$ cat src/rtl/drone_spi_pkg.sv
// Shared definitions for the drone SPI responder path: FSM states,
// responder indices and the byte driven when no responder owns the bus.
package drone_spi_pkg;

    typedef enum logic [1:0] {
        ST_IDLE,
        ST_GRANT,
        ST_HOLD,
        ST_RELEASE
    } arb_state_t;

    localparam int unsigned RSP_RECEIVER  = 0;
    localparam int unsigned RSP_ALTIMETER = 1;
    localparam int unsigned RSP_GPS       = 2;

    localparam logic [7:0] SPI_IDLE_FILL = 8'hFF;

endpackage

$ cat src/rtl/spi_response_arbiter_rr_picker.sv
// Combinational round-robin picker: first requester at or after rr_ptr,
// wrapping modulo NUM_REQ, returned one-hot with a valid flag.
module rr_picker #(
    parameter int unsigned NUM_REQ = 3,
    parameter int unsigned IDX_W   = (NUM_REQ > 1) ? $clog2(NUM_REQ) : 1
) (
    input  logic [NUM_REQ-1:0] req,
    input  logic [IDX_W-1:0]   rr_ptr,
    output logic [NUM_REQ-1:0] pick,
    output logic               valid
);

    logic [IDX_W-1:0] idx;

    always_comb begin
        pick  = '0;
        valid = 1'b0;
        idx   = '0;
        for (int unsigned i = 0; i < NUM_REQ; i++) begin
            idx = IDX_W'((32'(rr_ptr) + i) % NUM_REQ);
            if (!valid && req[idx]) begin
                pick[idx] = 1'b1;
                valid     = 1'b1;
            end
        end
    end

endmodule

$ cat src/rtl/spi_response_arbiter.sv
// Shares the SPI-slave transmit path among NUM_REQ responder FSMs with
// round-robin grants held for a whole transaction, plus watchdog and deselect abort.
module spi_response_arbiter
    import drone_spi_pkg::*;
#(
    parameter int unsigned       NUM_REQ   = 3,
    parameter int unsigned       DATA_W    = 8,
    parameter int unsigned       TIMEOUT   = 1024,
    parameter logic [DATA_W-1:0] IDLE_FILL = SPI_IDLE_FILL
) (
    input  logic                      clk_system,
    input  logic                      reset,
    input  logic [NUM_REQ-1:0]        req,
    input  logic [NUM_REQ-1:0]        done,
    input  logic [NUM_REQ*DATA_W-1:0] rsp_data,
    input  logic [NUM_REQ-1:0]        rsp_latch,
    input  logic                      spi_new_data,
    input  logic                      slave_select_n,
    output logic [NUM_REQ-1:0]        grant,
    output logic [DATA_W-1:0]         spi_wr_data,
    output logic                      spi_latch,
    output logic                      busy,
    output logic                      timeout_err
);

    localparam int unsigned      IDX_W     = (NUM_REQ > 1) ? $clog2(NUM_REQ) : 1;
    localparam int unsigned      WDOG_W    = (TIMEOUT > 1) ? $clog2(TIMEOUT) : 1;
    localparam logic [WDOG_W-1:0] WDOG_LAST = WDOG_W'(TIMEOUT - 1);

    arb_state_t         state, state_nx;
    logic [NUM_REQ-1:0] grant_nx;
    logic [IDX_W-1:0]   grant_idx, grant_idx_nx;
    logic [IDX_W-1:0]   rr_ptr, rr_ptr_nx;
    logic [WDOG_W-1:0]  wdog, wdog_nx;
    logic               timeout_err_nx;
    logic               ss_prev;
    logic               ss_rise;
    logic               done_g;
    logic               hold_active;
    logic [NUM_REQ-1:0] pick;
    logic               pick_valid;
    logic [IDX_W-1:0]   pick_idx;

    rr_picker #(
        .NUM_REQ (NUM_REQ),
        .IDX_W   (IDX_W)
    ) u_picker (
        .req    (req),
        .rr_ptr (rr_ptr),
        .pick   (pick),
        .valid  (pick_valid)
    );

    always_comb begin
        pick_idx = '0;
        for (int unsigned i = 0; i < NUM_REQ; i++) begin
            if (pick[i]) pick_idx = IDX_W'(i);
        end
    end

    assign ss_rise = ~ss_prev & slave_select_n;
    assign done_g  = done[grant_idx];

    always_comb begin
        state_nx       = state;
        grant_nx       = grant;
        grant_idx_nx   = grant_idx;
        rr_ptr_nx      = rr_ptr;
        wdog_nx        = wdog;
        timeout_err_nx = 1'b0;
        case (state)
            ST_IDLE: begin
                if (pick_valid) begin
                    state_nx     = ST_GRANT;
                    grant_nx     = pick;
                    grant_idx_nx = pick_idx;
                end
            end
            ST_GRANT: begin
                wdog_nx  = '0;
                state_nx = ST_HOLD;
            end
            ST_HOLD: begin
                if (spi_new_data)    wdog_nx = '0;
                else if (wdog != '1) wdog_nx = wdog + 1'b1;
                // done beats deselect beats watchdog; only the watchdog flags an error
                if (done_g || ss_rise || (wdog == WDOG_LAST)) begin
                    state_nx       = ST_RELEASE;
                    grant_nx       = '0;
                    timeout_err_nx = !done_g && !ss_rise;
                end
            end
            ST_RELEASE: begin
                rr_ptr_nx = (grant_idx == IDX_W'(NUM_REQ - 1)) ? '0 : grant_idx + 1'b1;
                state_nx  = ST_IDLE;
            end
            default: state_nx = ST_IDLE;
        endcase
    end

    always_ff @(posedge clk_system) begin
        if (reset) begin
            state       <= ST_IDLE;
            grant       <= '0;
            grant_idx   <= '0;
            rr_ptr      <= IDX_W'(RSP_RECEIVER);
            wdog        <= '0;
            timeout_err <= 1'b0;
            ss_prev     <= 1'b1;
        end else begin
            state       <= state_nx;
            grant       <= grant_nx;
            grant_idx   <= grant_idx_nx;
            rr_ptr      <= rr_ptr_nx;
            wdog        <= wdog_nx;
            timeout_err <= timeout_err_nx;
            ss_prev     <= slave_select_n;
        end
    end

    // Gating with reset keeps a held responder latch from reaching the slave during reset
    assign hold_active = (state == ST_HOLD) && !reset;
    assign spi_wr_data = hold_active ? rsp_data[grant_idx*DATA_W +: DATA_W] : IDLE_FILL;
    assign spi_latch   = hold_active & rsp_latch[grant_idx];
    assign busy        = (state == ST_GRANT) || (state == ST_HOLD);

endmodule

$ cat config.mk
export PLATFORM = sky130hd
export DESIGN_NAME = spi_response_arbiter
export DESIGN_NICKNAME = d
export VERILOG_FILES = /design/src/rtl/drone_spi_pkg.sv /design/src/rtl/spi_response_arbiter_rr_picker.sv /design/src/rtl/spi_response_arbiter.sv
export SDC_FILE = /design/constraint.sdc
export NUM_CORES = 1
export LEC_CHECK = 0
export ABC_AREA = 0
export CAP_MARGIN = 20
export CORE_AREA = 2 2 66 68
export CTS_BUF_LIST = sky130_fd_sc_hd__clkbuf_16
export CTS_CLUSTER_SIZE = 16
export DETAILED_ROUTE_END_ITERATION = 10
export DIE_AREA = 0 0 68 70
export PLACE_DENSITY = 0.75
export SLEW_MARGIN = 10
export SYNTH_ARGS = -nofsm -noshare
export SYNTH_HDL_FRONTEND = slang
export SYNTH_SLANG_ARGS = --single-unit
$ cat constraint.sdc
create_clock -name clk_system -period 1.9 [get_ports clk_system]
set_input_delay 0.19 -clock clk_system [delete_from_list [all_inputs] [get_ports clk_system]]
set_output_delay 0.19 -clock clk_system [all_outputs]
set_load 0.005 [all_outputs]
==> flow_summary.json, run 1 <==
{
  "status": "complete, but fails checks",
  "violations": "setup timing",
  "setup.worst_path.end_class": "register",
  "p_comb_frac": 0.587,
  "synthDistinctLibCells": 48,
  "synth.most_common_cell": "a21oi_1",
  "wl_per_cell_um": 14.2,
  "drv_cap": 0,
  "cts_tree": "done",
  "p_sw_uw": 893,
  "die_y_um": 70,
  "critPathMaxStageDelay_ns": 0.38,
  "core_area_mm2": 0.00414,
  "vias_per_cell": 5.35,
  "min_period_over_period": 1.02,
  "ant_nets": 0,
  "via_count": 1813,
  "place_inst": 327,
  "critPathKind": "register to register",
  "hold_end": "grant[1]",
  "drtIter0Drc": 69,
  "yosys_register_bits": 21,
  "grt_pass1_vias": 1652,
  "ctsHtreeMaxLevel": 1,
  "worstHoldPathCells": 2,
  "cts_buffers": 3,
  "synthCells": 207,
  "p_sw_frac": 0.360,
  "antenna_cells": 0,
  "synth_nets": 253,
  "grt_first_pass_wirelength_um": 7610,
  "finish.utilization": 0.644,
  "n_fill_cell": 350,
  "fin_worst_skew_ns": 0.00166,
  "antenna_found_initial": 0,
  "io_buffer_count": 50,
  "hold_viol": 0,
  "grt_max_degree": 24,
  "clockPowerShare": 0.175,
  "leakagePower_nw": 1.03,
  "clk_pin_slew_ns": 0.06,
  "crit_chain": "buf_6, ha_4, mux2i_2, o22ai_2, a211oi_2, a311oi_2, mux2_2",
  "clock.fmax_mhz": 518,
  "rsz0062_at_grt": "true",
  "pwr-share-seq": 0.238,
  "fin_cells": 339,
  "cp.arrival_ns": 2.07,
  "timing.final.ws_setup_ns": -0.0291,
  "syn_to_final_growth_pct": 60.5,
  "dp_slack_ns": -0.113,
  "min_period_ns": 1.93,
  "syn_area_per_cell_um2": 8.03,
  "path_max_fanout": 4,
  "gp_congestion": 0.820,
  "grt_usage": 0.203,
  "cts_sinks": 21,
  "cp_slowest_cell": "mux2_2",
  "routed_wl_um": 4820,
  "clockBufferDepth": 2,
  "ir_drop_mv": 0.509,
  "p_int_mw": 1.58,
  "yosysTopAreaCellShare": 0.253,
  "synth_commonest_cells": "a21oi_1 (25), dfxtp_1 (21), nor2_1 (18)",
  "relSlewSlack": 0.751,
  "synth.area.top_cells": "dfxtp_1 (25%), mux2i_1 (10%), a21oi_1 (7.5%)",
  "cp_data_required_time_ns": 2.04,
  "route.detailed.drc": 0,
  "rr_startpoint": "rr_ptr[1]",
  "initial_core_util": 0.401,
  "synth_top_area_cell": "dfxtp_1",
  "pwr_density_cell_mw_per_mm2": 928,
  "synth-async-reset-ratio": 0,
  "worstHoldStart": "grant[1]",
  "reg2reg_depth": 7,
  "grt_overflow_total": 0,
  "rrSetupSlack_ns": -0.03,
  "synth-edff-count": 0,
  "holdCritPathClass": "register to register",
  "drt_pre_antenna_iters": 4,
  "drive_gt1_frac": 0.265,
  "slew_viol_final": 0,
  "die_w_um": 68,
  "cts_root_buf": "clkbuf_16",
  "nets": 334,
  "startpoint_type": "register",
  "io_pins": 51,
  "seq_area_frac_synth": 0.253,
  "dieArea_mm2": 0.00476,
  "reg2reg_to": "grant[2]",
  "ctsHoldBuffers": 0,
  "tightest_slew_ns": 0.364,
  "setup_viol": 2,
  "yosys_most_used_dff": "dfxtp_1",
  "synth_area_mm2": 0.00166,
  "rows": 24,
  "dp_hpwl_um": 3590,
  "synth_warnings": 0,
  "clock_latency_ns": 0.25
}
-- what timing repair did --
action                     in CTS  in global routing
pin swaps                       3                  9
resized for setup              24                 15
gates cloned                    0                  0
setup buffers                   3                  5
setup endpoints to repair      13                 20
-- layout make-up --
cell class	count	area [um^2]	area share
multi-input combinational	161	1210	0.454
timing repair buffer	91	838	0.314
sequential	21	432	0.162
clock buffer	3	75.1	0.0281
tap	52	65.1	0.0244
inverter	10	42.5	0.0159
clock inverter	1	3.75	0.00141
-- cell usage in the layout, fill, tap and decap left out, types with 5 or more instances in the layout --
master           instances
nand2b_1                 7
ha_4                     5
buf_4                   38
dfxtp_1                 18
o21ai_0                 14
a21oi_1                 24
nor2_1                  18
nand2_1                  8
clkdlybuf4s50_1         46
inv_1                    8
nor3_1                   5
mux2i_1                 16
nand3_1                  5
-- metal layers --
metal	share of wire	vias up	GRT usage
li1	-	921	-
met1	0.41	852	0.253
met2	0.54	28	0.357
met5	0	-	0
met4	0.021	0	0.0467
met3	0.025	12	0.0338
-- worst max-delay path: cells and delay by family, from the launching register on --
| kind | cells | cell delay (ns) |
|---|---|---|
| compound gates | 3 | 0.66 |
| flops | 1 | 0.36 |
| buf+inv | 1 | 0.12 |
| fa+ha+maj | 1 | 0.15 |
| mux | 2 | 0.53 |
-- per-stage QoR --
step / power [mW] / hold slack (ns) / cell area, um^2 / setup TNS (ns)
after global placement: 1.85 / 0.473 / 2380 / -0.363
after CTS: 2.42 / 0.486 / 2580 / -0.128
after detailed placement: 1.87 / 0.470 / 2380 / -0.512
after global routing: 2.65 / 0.500 / 2670 / -0.287
after floorplan: 1.33 / 0.294 / 1660 / 0
final: 2.48 / 0.481 / 2670 / -0.0578
-- logic make-up after synthesis --
group,synth area share
adders and majority gates,0.0677
DFF,0.253
muxes,0.123
buffers and inverters,0.0775
and+or+nand+nor,0.208
AOI/OAI and AO/OA,0.271
-- power groups by stage --
stage | registers [mW] | logic [mW] | clock network, mW
2_1_floorplan | 0.565 | 0.764 | 0
3_3_place_gp | 0.567 | 1.28 | 0
3_5_place_dp | 0.568 | 1.30 | 0
4_1_cts | 0.576 | 1.39 | 0.449
5_1_grt | 0.599 | 1.59 | 0.469
6_report | 0.589 | 1.45 | 0.434
-- state kept, by name, indices dropped and copies added (netlist names) --
name	cells
ss_prev	1
grant	3
state	2
grant_idx	2
wdog	10
timeout_err	1
rr_ptr	2
-- how the worst max path moves through the flow --
stage / start / to / slack (ns) / cells after the start
after global placement: req[2] / grant[0] / -0.08 / 6
after CTS: rr_ptr[1] / grant[0] / -0.06 / 7
final: rr_ptr[1] / grant[2] / -0.03 / 7
after floorplan: rr_ptr[0] / grant[0] / 0.006 / 8
after global routing: rr_ptr[1] / grant[0] / -0.11 / 7
after detailed placement: rr_ptr[1] / grant[0] / -0.11 / 7
Power figures use the tool's default switching activity.
==> run 2: changes to the inputs <==
--- a/config.mk
+++ b/config.mk
@@ -7,12 +7,12 @@
 export LEC_CHECK = 0
 export ABC_AREA = 0
 export CAP_MARGIN = 20
-export CORE_AREA = 2 2 66 68
+export CORE_AREA = 2 2 61 63
 export CTS_BUF_LIST = sky130_fd_sc_hd__clkbuf_16
 export CTS_CLUSTER_SIZE = 16
 export DETAILED_ROUTE_END_ITERATION = 10
-export DIE_AREA = 0 0 68 70
-export PLACE_DENSITY = 0.75
+export DIE_AREA = 0 0 63 65
+export PLACE_DENSITY = 0.86
 export SLEW_MARGIN = 10
 export SYNTH_ARGS = -nofsm -noshare
 export SYNTH_HDL_FRONTEND = slang
==> constraint.sdc (replaced) <==
create_clock -name clk_system -period 2.4 [get_ports clk_system]
set_input_delay 0.24 -clock clk_system [delete_from_list [all_inputs] [get_ports clk_system]]
set_output_delay 0.24 -clock clk_system [all_outputs]
set_load 0.005 [all_outputs]
==> run 2 against run 1 <==
The run now ends clean. Register-to-register slack better by 0.33 ns. Clock-buffer cell count is the same. Combinational power down 35%. Via count down 6.5%. Sequential share of layout area is 2.4 points higher. Non-clock buffer count shrank 34. Global-route usage grew 1.6 points. Critical endpoint is now spi_wr_data[6]. Largest cell class unchanged.
==> flow_summary.json, run 2 (synthesized netlist as in run 1, its figures left out) <==
{
  "ctsHtreeMaxLevel": 1,
  "drtIter0Drc": 110,
  "die_w_um": 63,
  "gp_congestion": 0.824,
  "via_count": 1695,
  "cp_data_required_time_ns": 2.16,
  "top_regs": "wdog x10, grant x3",
  "antenna_cells": 0,
  "grt_first_pass_wirelength_um": 7290,
  "most-common-layout-cells": "clkdlybuf4s50_1 (50), a21oi_1 (25), dfxtp_1 (21), nor2_1 (18), mux2i_1 (17)",
  "n_fill_cell": 285,
  "p_sw_frac": 0.377,
  "core_area_mm2": 0.00350,
  "dp_hpwl_um": 3220,
  "rrSetupSlack_ns": 0.30,
  "rows": 22,
  "p_sw_uw": 660,
  "finish.utilization": 0.648,
  "tns_ns": 0,
  "cts_tree": "done",
  "reg2reg_depth": 5,
  "pwr_density_cell_mw_per_mm2": 772,
  "worstHoldPathCells": 2,
  "clockPowerShare": 0.200,
  "syn_to_final_growth_pct": 36.2,
  "clk_pin_slew_ns": 0.06,
  "ir_drop_mv": 0.592,
  "cts_buffers": 3,
  "drive_gt1_frac": 0.0988,
  "startpoint_type": "register",
  "rsz0062_at_grt": "false",
  "ant_nets": 0,
  "leakagePower_nw": 0.814,
  "relSlewSlack": 0.700,
  "io_buffer_count": 50,
  "fin_worst_skew_ns": 0.00702,
  "nets": 300,
  "status": "finished, final reports clean",
  "clockBufferDepth": 2,
  "hold_viol": 0,
  "grt_max_degree": 24,
  "clock_latency_ns": 0.25,
  "critPathKind": "register to output port",
  "drt_pre_antenna_iters": 4,
  "min_period_ns": 2.28,
  "rr_startpoint": "wdog[0]",
  "routed_wl_um": 4400,
  "cts_resized": 0,
  "largest_reg_flops": 10,
  "grt_pass1_vias": 1630,
  "p_int_mw": 1.09,
  "initial_core_util": 0.476,
  "cts_sinks": 21,
  "io_pins": 51,
  "drv_cap": 0,
  "wl_per_cell_um": 14.6,
  "postCtsSetupBuffers": 0,
  "holdCritPathClass": "register to register",
  "cts_root_buf": "clkbuf_16",
  "ctsHoldBuffers": 0,
  "hold_end": "grant[1]",
  "largest_register": "wdog",
  "path_max_fanout": 10,
  "dieArea_mm2": 0.00410,
  "antenna_found_initial": 0,
  "pwr-share-seq": 0.262,
  "cp.arrival_ns": 2.04,
  "die_y_um": 65,
  "setup.worst_path.end_class": "output port",
  "tightest_slew_ns": 0.449,
  "vias_per_cell": 5.63,
  "reg2reg_to": "grant[2]",
  "p_comb_frac": 0.538,
  "setup_viol": 0,
  "final_common_cell": "clkdlybuf4s50_1",
  "grt_overflow_total": 0,
  "route.detailed.drc": 0,
  "worstHoldStart": "grant[1]",
  "slew_viol_final": 0,
  "grt_usage": 0.219,
  "clock.fmax_mhz": 439,
  "holdWs_ns": 0.482,
  "min_period_over_period": 0.950
}
## run 2: cell count changes in the layout (fill, tap and decap cells not counted), sizes merged
cell	delta
buf	-34
dlymetal6s2s	-4
clkinv	+1
clkdlybuf4s50	+4
inv	-1
## run 2: cell type report
cell class              count  area (um^2)  area share
flip-flops and latches     21          420       0.186
well taps                  48         60.1      0.0265
clock inverters             1         5.00     0.00221
repair buffers             57          553       0.244
clock buffers               3         75.1      0.0331
inverters                  10         37.5      0.0166
multi-input cells         161         1110       0.492
## run 2: how the worst max path moves through the flow
stage,startpoint,to,slack [ns],depth (start not counted)
2_1_floorplan,rr_ptr[0],grant[0],0.51,8
3_3_place_gp,req[2],grant[0],0.30,6
3_5_place_dp,req[2],grant[2],0.27,6
4_1_cts,state[0],spi_wr_data[6],0.14,6
5_1_grt,state[0],spi_wr_data[4],0.005,6
6_report,state[0],spi_wr_data[6],0.12,6
## run 2: worst max-delay path, cell delays in order (launching register included)
cell and delay [ns]:
dfxtp_1 0.41, inv_1 0.10, ha_1 0.23, nand2b_1 0.34
a21oi_1 0.06, o21ai_0 0.11, clkdlybuf4s50_1 0.53
## run 2: through the flow
stage	total power [mW]	worst slack, ns	instances	area [um^2]
after detailed placement	1.38	0.268	297	2180
after global placement	1.36	0.297	297	2180
final	1.75	0.120	301	2260
after CTS	1.76	0.143	301	2260
after floorplan	1.05	0.506	207	1660
after global routing	1.87	0.00514	301	2260
## run 2: routing by layer
metal  wire, um  global-route usage
met1       1770               0.249
met2       2440               0.419
met3        128              0.0347
met4         62              0.0611
met5          0                   0
## run 2: power groups by stage
stage                     clock network [mW]  registers (mW)  logic (mW)
after floorplan                            0           0.447       0.605
after global placement                     0           0.460       0.902
after detailed placement                   0           0.463       0.914
after CTS                              0.358           0.457       0.940
after global routing                   0.376           0.467        1.03
final                                  0.350           0.458       0.941
